[src/rtl/dual_issue_hazard_ctrl_if.sv]
// Handshake bundle between the dual-issue ID/EX datapath (master) and its
// hazard controller (slave).
interface dual_issue_hazard_ctrl_if #(
  parameter int RW = 5,
  parameter int CW = 8
);
  logic          id_valid_1, id_valid_2;
  logic [RW-1:0] id_rs1_1, id_rs2_1, id_rs1_2, id_rs2_2;
  logic [RW-1:0] id_rd_1, id_rd_2;
  logic          id_regwrite_1, id_regwrite_2;
  logic          id_memop_1, id_memop_2;
  logic          ex_memread_1, ex_memread_2;
  logic [RW-1:0] ex_rd_1, ex_rd_2;
  logic          branch_flush;
  logic          perf_clr;
  logic          pc_stall;
  logic          bubble_1, bubble_2;
  logic          split_busy;
  logic [CW-1:0] stall_count;

  modport master (
    output id_valid_1, id_valid_2, id_rs1_1, id_rs2_1, id_rs1_2, id_rs2_2,
           id_rd_1, id_rd_2, id_regwrite_1, id_regwrite_2, id_memop_1, id_memop_2,
           ex_memread_1, ex_memread_2, ex_rd_1, ex_rd_2, branch_flush, perf_clr,
    input  pc_stall, bubble_1, bubble_2, split_busy, stall_count
  );

  modport slave (
    input  id_valid_1, id_valid_2, id_rs1_1, id_rs2_1, id_rs1_2, id_rs2_2,
           id_rd_1, id_rd_2, id_regwrite_1, id_regwrite_2, id_memop_1, id_memop_2,
           ex_memread_1, ex_memread_2, ex_rd_1, ex_rd_2, branch_flush, perf_clr,
    output pc_stall, bubble_1, bubble_2, split_busy, stall_count
  );
endinterface

[src/rtl/dual_issue_hazard_ctrl.sv]
// Dual-issue ID/EX hazard controller: pair/split issue, load-use hold, flush.
// Optional saturating stall counter is built when HAZARD_PERF_CNT_EN is defined.
module dual_issue_hazard_ctrl #(
  parameter int RW = 5,
  parameter int CW = 8
) (
  input  logic                    clk,
  input  logic                    reset,
  dual_issue_hazard_ctrl_if.slave hz
);

  typedef enum logic {PAIR, SECOND} state_e;

  state_e state_q, state_d;
  logic   lu, sp;
  logic   pc_stall, bubble_1, bubble_2;

  // Register 0 is hardwired, so a zero producer index never matches.
  function automatic logic rd_hit(input logic [RW-1:0] rd, input logic [RW-1:0] src);
    return (rd != '0) && (rd == src);
  endfunction

  function automatic logic src_hit(input logic [RW-1:0] rd,
                                   input logic [RW-1:0] rs1,
                                   input logic [RW-1:0] rs2);
    return rd_hit(rd, rs1) || rd_hit(rd, rs2);
  endfunction

  always_comb begin
    logic pend_1, pend_2, raw, waw, strct;
    pend_1 = hz.id_valid_1 && (state_q == PAIR);
    pend_2 = hz.id_valid_2;

    lu = (hz.ex_memread_1 &&
          ((pend_1 && src_hit(hz.ex_rd_1, hz.id_rs1_1, hz.id_rs2_1)) ||
           (pend_2 && src_hit(hz.ex_rd_1, hz.id_rs1_2, hz.id_rs2_2)))) ||
         (hz.ex_memread_2 &&
          ((pend_1 && src_hit(hz.ex_rd_2, hz.id_rs1_1, hz.id_rs2_1)) ||
           (pend_2 && src_hit(hz.ex_rd_2, hz.id_rs1_2, hz.id_rs2_2))));

    raw   = hz.id_regwrite_1 && src_hit(hz.id_rd_1, hz.id_rs1_2, hz.id_rs2_2);
    waw   = hz.id_regwrite_1 && hz.id_regwrite_2 && rd_hit(hz.id_rd_1, hz.id_rd_2);
    strct = hz.id_memop_1 && hz.id_memop_2;
    sp    = (state_q == PAIR) && hz.id_valid_1 && hz.id_valid_2 && (raw || waw || strct);
  end

  // NOTE: every output gets a default before any branch so no latch is inferred.
  always_comb begin
    state_d  = state_q;
    pc_stall = 1'b0;
    bubble_1 = 1'b1;
    bubble_2 = 1'b1;
    if (!reset) begin
      state_d = PAIR;
    end else if (hz.branch_flush) begin
      state_d = PAIR;
    end else begin
      unique case (state_q)
        PAIR: begin
          if (lu) begin
            pc_stall = 1'b1;
          end else if (sp) begin
            bubble_1 = 1'b0;
            pc_stall = 1'b1;
            state_d  = SECOND;
          end else begin
            bubble_1 = !hz.id_valid_1;
            bubble_2 = !hz.id_valid_2;
          end
        end
        SECOND: begin
          if (lu) begin
            pc_stall = 1'b1;
          end else begin
            bubble_2 = 1'b0;
            state_d  = PAIR;
          end
        end
        default: state_d = PAIR;
      endcase
    end
  end

  // NOTE: sequential state uses non-blocking assignments so all flops sample together.
  always_ff @(posedge clk or negedge reset) begin
    if (!reset) state_q <= PAIR;
    else        state_q <= state_d;
  end

  assign hz.pc_stall   = pc_stall;
  assign hz.bubble_1   = bubble_1;
  assign hz.bubble_2   = bubble_2;
  assign hz.split_busy = reset && (state_q == SECOND);

`ifdef HAZARD_PERF_CNT_EN
  logic [CW-1:0] cnt_q, cnt_d;

  always_comb begin
    cnt_d = cnt_q;
    if (hz.perf_clr)                    cnt_d = '0;
    else if (pc_stall && (cnt_q != '1)) cnt_d = cnt_q + 1'b1;
  end

  always_ff @(posedge clk or negedge reset) begin
    if (!reset) cnt_q <= '0;
    else        cnt_q <= cnt_d;
  end

  assign hz.stall_count = cnt_q;
`else
  logic unused_perf_clr;
  assign unused_perf_clr = hz.perf_clr;
  assign hz.stall_count  = {CW{1'b0}};
`endif

endmodule

[src/flat_wrapper.sv]
// flat-port wrapper written by rule: the top's interface ports become plain ports
module dual_issue_hazard_ctrl_flat 
#(
  parameter int RW = 5,
  parameter int CW = 8
)
  (clk, reset, hz_id_valid_1, hz_id_valid_2, hz_id_rs1_1, hz_id_rs2_1, hz_id_rs1_2, hz_id_rs2_2, hz_id_rd_1, hz_id_rd_2, hz_id_regwrite_1, hz_id_regwrite_2, hz_id_memop_1, hz_id_memop_2, hz_ex_memread_1, hz_ex_memread_2, hz_ex_rd_1, hz_ex_rd_2, hz_branch_flush, hz_perf_clr, hz_pc_stall, hz_bubble_1, hz_bubble_2, hz_split_busy, hz_stall_count);
  dual_issue_hazard_ctrl_if #(.RW(RW), .CW(CW)) hz_i ();
  input  logic clk;
  input  logic reset;
  input wire logic [$bits(hz_i.id_valid_1)-1:0] hz_id_valid_1;
  input wire logic [$bits(hz_i.id_valid_2)-1:0] hz_id_valid_2;
  input wire logic [$bits(hz_i.id_rs1_1)-1:0] hz_id_rs1_1;
  input wire logic [$bits(hz_i.id_rs2_1)-1:0] hz_id_rs2_1;
  input wire logic [$bits(hz_i.id_rs1_2)-1:0] hz_id_rs1_2;
  input wire logic [$bits(hz_i.id_rs2_2)-1:0] hz_id_rs2_2;
  input wire logic [$bits(hz_i.id_rd_1)-1:0] hz_id_rd_1;
  input wire logic [$bits(hz_i.id_rd_2)-1:0] hz_id_rd_2;
  input wire logic [$bits(hz_i.id_regwrite_1)-1:0] hz_id_regwrite_1;
  input wire logic [$bits(hz_i.id_regwrite_2)-1:0] hz_id_regwrite_2;
  input wire logic [$bits(hz_i.id_memop_1)-1:0] hz_id_memop_1;
  input wire logic [$bits(hz_i.id_memop_2)-1:0] hz_id_memop_2;
  input wire logic [$bits(hz_i.ex_memread_1)-1:0] hz_ex_memread_1;
  input wire logic [$bits(hz_i.ex_memread_2)-1:0] hz_ex_memread_2;
  input wire logic [$bits(hz_i.ex_rd_1)-1:0] hz_ex_rd_1;
  input wire logic [$bits(hz_i.ex_rd_2)-1:0] hz_ex_rd_2;
  input wire logic [$bits(hz_i.branch_flush)-1:0] hz_branch_flush;
  input wire logic [$bits(hz_i.perf_clr)-1:0] hz_perf_clr;
  output wire logic [$bits(hz_i.pc_stall)-1:0] hz_pc_stall;
  output wire logic [$bits(hz_i.bubble_1)-1:0] hz_bubble_1;
  output wire logic [$bits(hz_i.bubble_2)-1:0] hz_bubble_2;
  output wire logic [$bits(hz_i.split_busy)-1:0] hz_split_busy;
  output wire logic [$bits(hz_i.stall_count)-1:0] hz_stall_count;
  assign hz_i.id_valid_1 = hz_id_valid_1;
  assign hz_i.id_valid_2 = hz_id_valid_2;
  assign hz_i.id_rs1_1 = hz_id_rs1_1;
  assign hz_i.id_rs2_1 = hz_id_rs2_1;
  assign hz_i.id_rs1_2 = hz_id_rs1_2;
  assign hz_i.id_rs2_2 = hz_id_rs2_2;
  assign hz_i.id_rd_1 = hz_id_rd_1;
  assign hz_i.id_rd_2 = hz_id_rd_2;
  assign hz_i.id_regwrite_1 = hz_id_regwrite_1;
  assign hz_i.id_regwrite_2 = hz_id_regwrite_2;
  assign hz_i.id_memop_1 = hz_id_memop_1;
  assign hz_i.id_memop_2 = hz_id_memop_2;
  assign hz_i.ex_memread_1 = hz_ex_memread_1;
  assign hz_i.ex_memread_2 = hz_ex_memread_2;
  assign hz_i.ex_rd_1 = hz_ex_rd_1;
  assign hz_i.ex_rd_2 = hz_ex_rd_2;
  assign hz_i.branch_flush = hz_branch_flush;
  assign hz_i.perf_clr = hz_perf_clr;
  assign hz_pc_stall = hz_i.pc_stall;
  assign hz_bubble_1 = hz_i.bubble_1;
  assign hz_bubble_2 = hz_i.bubble_2;
  assign hz_split_busy = hz_i.split_busy;
  assign hz_stall_count = hz_i.stall_count;
  dual_issue_hazard_ctrl #(.RW(RW), .CW(CW)) u_core (.clk(clk), .reset(reset), .hz(hz_i));
endmodule
[config.mk]
export PLATFORM = sky130hd
export DESIGN_NAME = dual_issue_hazard_ctrl_flat
export DESIGN_NICKNAME = d
export VERILOG_FILES = /design/src/rtl/dual_issue_hazard_ctrl_if.sv /design/src/rtl/dual_issue_hazard_ctrl.sv /design/src/flat_wrapper.sv
export SDC_FILE = /design/constraint.sdc
export NUM_CORES = 1
export LEC_CHECK = 0
export CAP_MARGIN = 5
export CORE_ASPECT_RATIO = 1.25
export CORE_MARGIN = 2
export CORE_UTILIZATION = 37
export CTS_BUF_LIST = sky130_fd_sc_hd__clkbuf_8
export DETAILED_ROUTE_END_ITERATION = 6
export GPL_TIMING_DRIVEN = 1
export MAX_ROUTING_LAYER = met4
export PLACE_DENSITY_LB_ADDON = 0.05
export SLEW_MARGIN = 20
export SYNTH_ARGS = -nofsm -noshare
export SYNTH_HDL_FRONTEND = slang
export SYNTH_SLANG_ARGS = --single-unit
[constraint.sdc]
create_clock -name clk -period 2.2 [get_ports clk]
set_input_delay 0.44 -clock clk [delete_from_list [all_inputs] [get_ports clk]]
set_output_delay 0.44 -clock clk [all_outputs]
set_load 0.01 [all_outputs]
==> flow_summary.ini <==
[clocking]
worstSkewPairLatency_ps = 0
clkSlewWorstSetupHoldPaths_ps = 0
hold_buffers = 0

[placed_design]
numPortBuffers = 54
post-place-ws_ps = -894
place_congestion = 0.815
postPlaceCellArea_um2 = 1610
hpwl_um = 2490

[synthesis]
synth_seq_cells = 1
synth-seq-area-share_pct = 2.68
synth_edf_count = 0
ys.flop_type = dfrtp_1
synth.most_common_cell = xor2_1
ys_async_sr_fraction_pct = 100
syn_avg_cell_area_um2 = 7.30
synth_top_area_share_pct = 41.2
syn-cell-area_um2 = 935
synthCells = 128
synth_area_leader_cell = xor2_1
synth_area_leaders = xor2_1 41%, xnor2_1 10%, buf_4 6.4%, nor3_1 5.9%, nor2_1 3.6%
ys_top_cells_by_count = 44 x xor2_1, 11 x nor3_1, 11 x xnor2_1, 9 x nor2_1, 8 x buf_4
yosysUniqueCellTypes = 28
yosysWarnings = 0

[detailed_routing]
drt_iter0_markers = 6
drc = 0
vias = 1084
avgRoutedWirePerCell_um = 12.4
drt_pass1_iterations = 3
avgViaCountPerCell = 4.65
antenna_left = 0
wl_um = 2890

[timing]
min_period_over_period_pct = 102
hold_viol_final = 0
fin_crit_ps = 2250
rsz0062_at_grt = yes
worst_slack_ps = -53.3
hold_ws_ps = 612
fmax_mhz = 444
final-setup-viol-count = 3
maxSlewViolCount = 0
finClkSkew_ps = 0

[pwr]
p_total_uw = 319
switching_share_pct = 42.4
power_density_nw_per_um2 = 191
p_clk_share_pct = 0
peakVddDrop_mv = 0.122
internal-power_uw = 184
switchingPower_uw = 135
leakage_nw = 0.731
p_seq_share_pct = 6.0
power_frac_comb_pct = 94.0

[cells_and_area]
area.growth.synth_to_final_pct = 78.7
drive_above_1_share_pct = 35.5
largest_register = u_core.state_q
fin_util_pct = 68.8
seq_area_um2 = 25.0
largest_register_ff_count = 1
layout.nets = 254
multi_input_area_um2 = 903
n_antenna_cell = 0
fin_area_um2 = 1670
fill_cells = 236
reg_top3 = u_core.state_q x1

[setup_path]
crit_arrival_ps = 1810
cpPeakStageDelay_ps = 480
crit_required_ps = 1760
crit_fanout = 2
setup.worst_path.start_class = primary input
endpoint_kind = output port
critPathKind = primary input to output port
crit_chain = clkdlybuf4s50_1, xnor2_1, nand4_1, o21ai_1, o31ai_2, buf_4, a21boi_1, buf_2
cpMaxStageDelayCell = clkdlybuf4s50_1

[global_route]
busiest_layer = met2
grt_pass1_vias = 1100
overflow = 0
grt_start_max_net_pins = 6
grtUsageMet3_pct = 1.50
grt_util_met1_pct = 20.4
grtUsageMet2_pct = 44.4
grt_first_pass_wirelength_um = 4720
antenna_found_initial = 0
track_usage_pct = 20.6

[floorplanning]
die-area_um2 = 2950
core.rowCount = 20
start_util_pct = 38.5
die_width_um = 49.0
die-height_um = 60.2
fp.coreArea_um2 = 2430
ios = 64

[run_status]
status = finished with violations
violations = setup timing

[min_path]
min_path_type = primary input to async pin

[flow_run]
drv_cap = 0
## layout make-up
type / instances / area share, %
multi-input combinational: 116 / 54.1
sequential: 1 / 1.50
tap: 33 / 2.47
timing repair buffer: 83 / 41.9
## timing repair
action / CTS / global route
resized for setup: 129 / 15
pin swaps: 29 / 20
setup buffers: 2 / 2
endpoints found under the setup margin: 4 / 3
## power by group through the flow
stage | sequential, mW | combinational, mW | clock (mW)
finish | 0.0192 | 0.300 | 0
CTS | 0.0192 | 0.292 | 0
detailed placement | 0.0192 | 0.291 | 0
global placement | 0.0192 | 0.285 | 0
floorplan | 0.0191 | 0.141 | 0
global route | 0.0192 | 0.326 | 0
## placed cells by master, fill, tap and decap left out, drive strengths merged
| cell type | synthesis | final |
|---|---|---|
| and2 | 1 | 1 |
| nand3 | 4 | 4 |
| buf | 14 | 46 |
| clkbuf | 4 | 3 |
| nor2b | 2 | 2 |
| nand2 | 3 | 3 |
| a21oi | 1 | 1 |
| dfrtp | 1 | 1 |
| o21ai | 4 | 4 |
| nor2 | 9 | 9 |
| o21a | 2 | 2 |
| nor3 | 11 | 11 |
| o31ai | 1 | 1 |
| xnor2 | 11 | 11 |
| a22oi | 4 | 4 |
| dlygate4sd2 | 0 | 7 |
| nand4 | 1 | 1 |
| a21boi | 1 | 1 |
| conb | 1 | 8 |
| nand2b | 1 | 1 |
| o211ai | 2 | 2 |
| or4 | 3 | 3 |
| o32ai | 2 | 2 |
| a21o | 1 | 1 |
| clkdlybuf4s50 | 0 | 16 |
| clkdlybuf4s15 | 0 | 11 |
| xor2 | 44 | 44 |
## path summary, 6_finish.rpt
kind / to / startpoint / cells after the start / slack [ps]
setup / recovery: hz_pc_stall / hz_id_rd_2[1] / 8 / -50
max in group asynchronous: u_core.state_q$_DFF_PN0_ / reset / 1 / 1470
hold reg to reg: u_core.state_q$_DFF_PN0_ / u_core.state_q$_DFF_PN0_ / 2 / 680
hold / removal: u_core.state_q$_DFF_PN0_ / reset / 1 / 610
min in group clk: u_core.state_q$_DFF_PN0_ / u_core.state_q$_DFF_PN0_ / 2 / 680
setup reg to reg: u_core.state_q$_DFF_PN0_ / u_core.state_q$_DFF_PN0_ / 5 / 740
## through the flow
step / instances / setup TNS, ps
2_1_floorplan: 135 / 0
3_3_place_gp: 229 / -2780
3_5_place_dp: 229 / -2910
4_1_cts: 231 / -114
5_1_grt: 233 / -334
6_report: 233 / -123
## worst max-delay path, delay by kind of cell
family | cells | cell delay [ps]
buffers and inverters | 3 | 770
AO/OA/AOI/OAI | 3 | 380
XOR/XNOR | 1 | 120
AND/OR/NAND/NOR | 1 | 100
## layer usage
| layer | part of all wire (%) | vias to the layer above | wire, um |
|---|---|---|---|
| met2 | 56 | 30 | 1630 |
| met5 | 0 | - | 0 |
| met1 | 39 | 497 | 1130 |
| li1 | - | 555 | - |
| met4 | 0.79 | 0 | 23 |
| met3 | 3.8 | 2 | 109 |
## kinds of logic after synthesis
logic type | count (synthesis) | share of synthesized area [%]
flops | 1 | 2.68
simple gates | 35 | 19.4
other cells | 1 | 0.401
compound gates | 18 | 13.4
buf+inv | 18 | 12.6
xor+xnor | 55 | 51.5
Note: power is estimated with default switching activity, not from simulation.
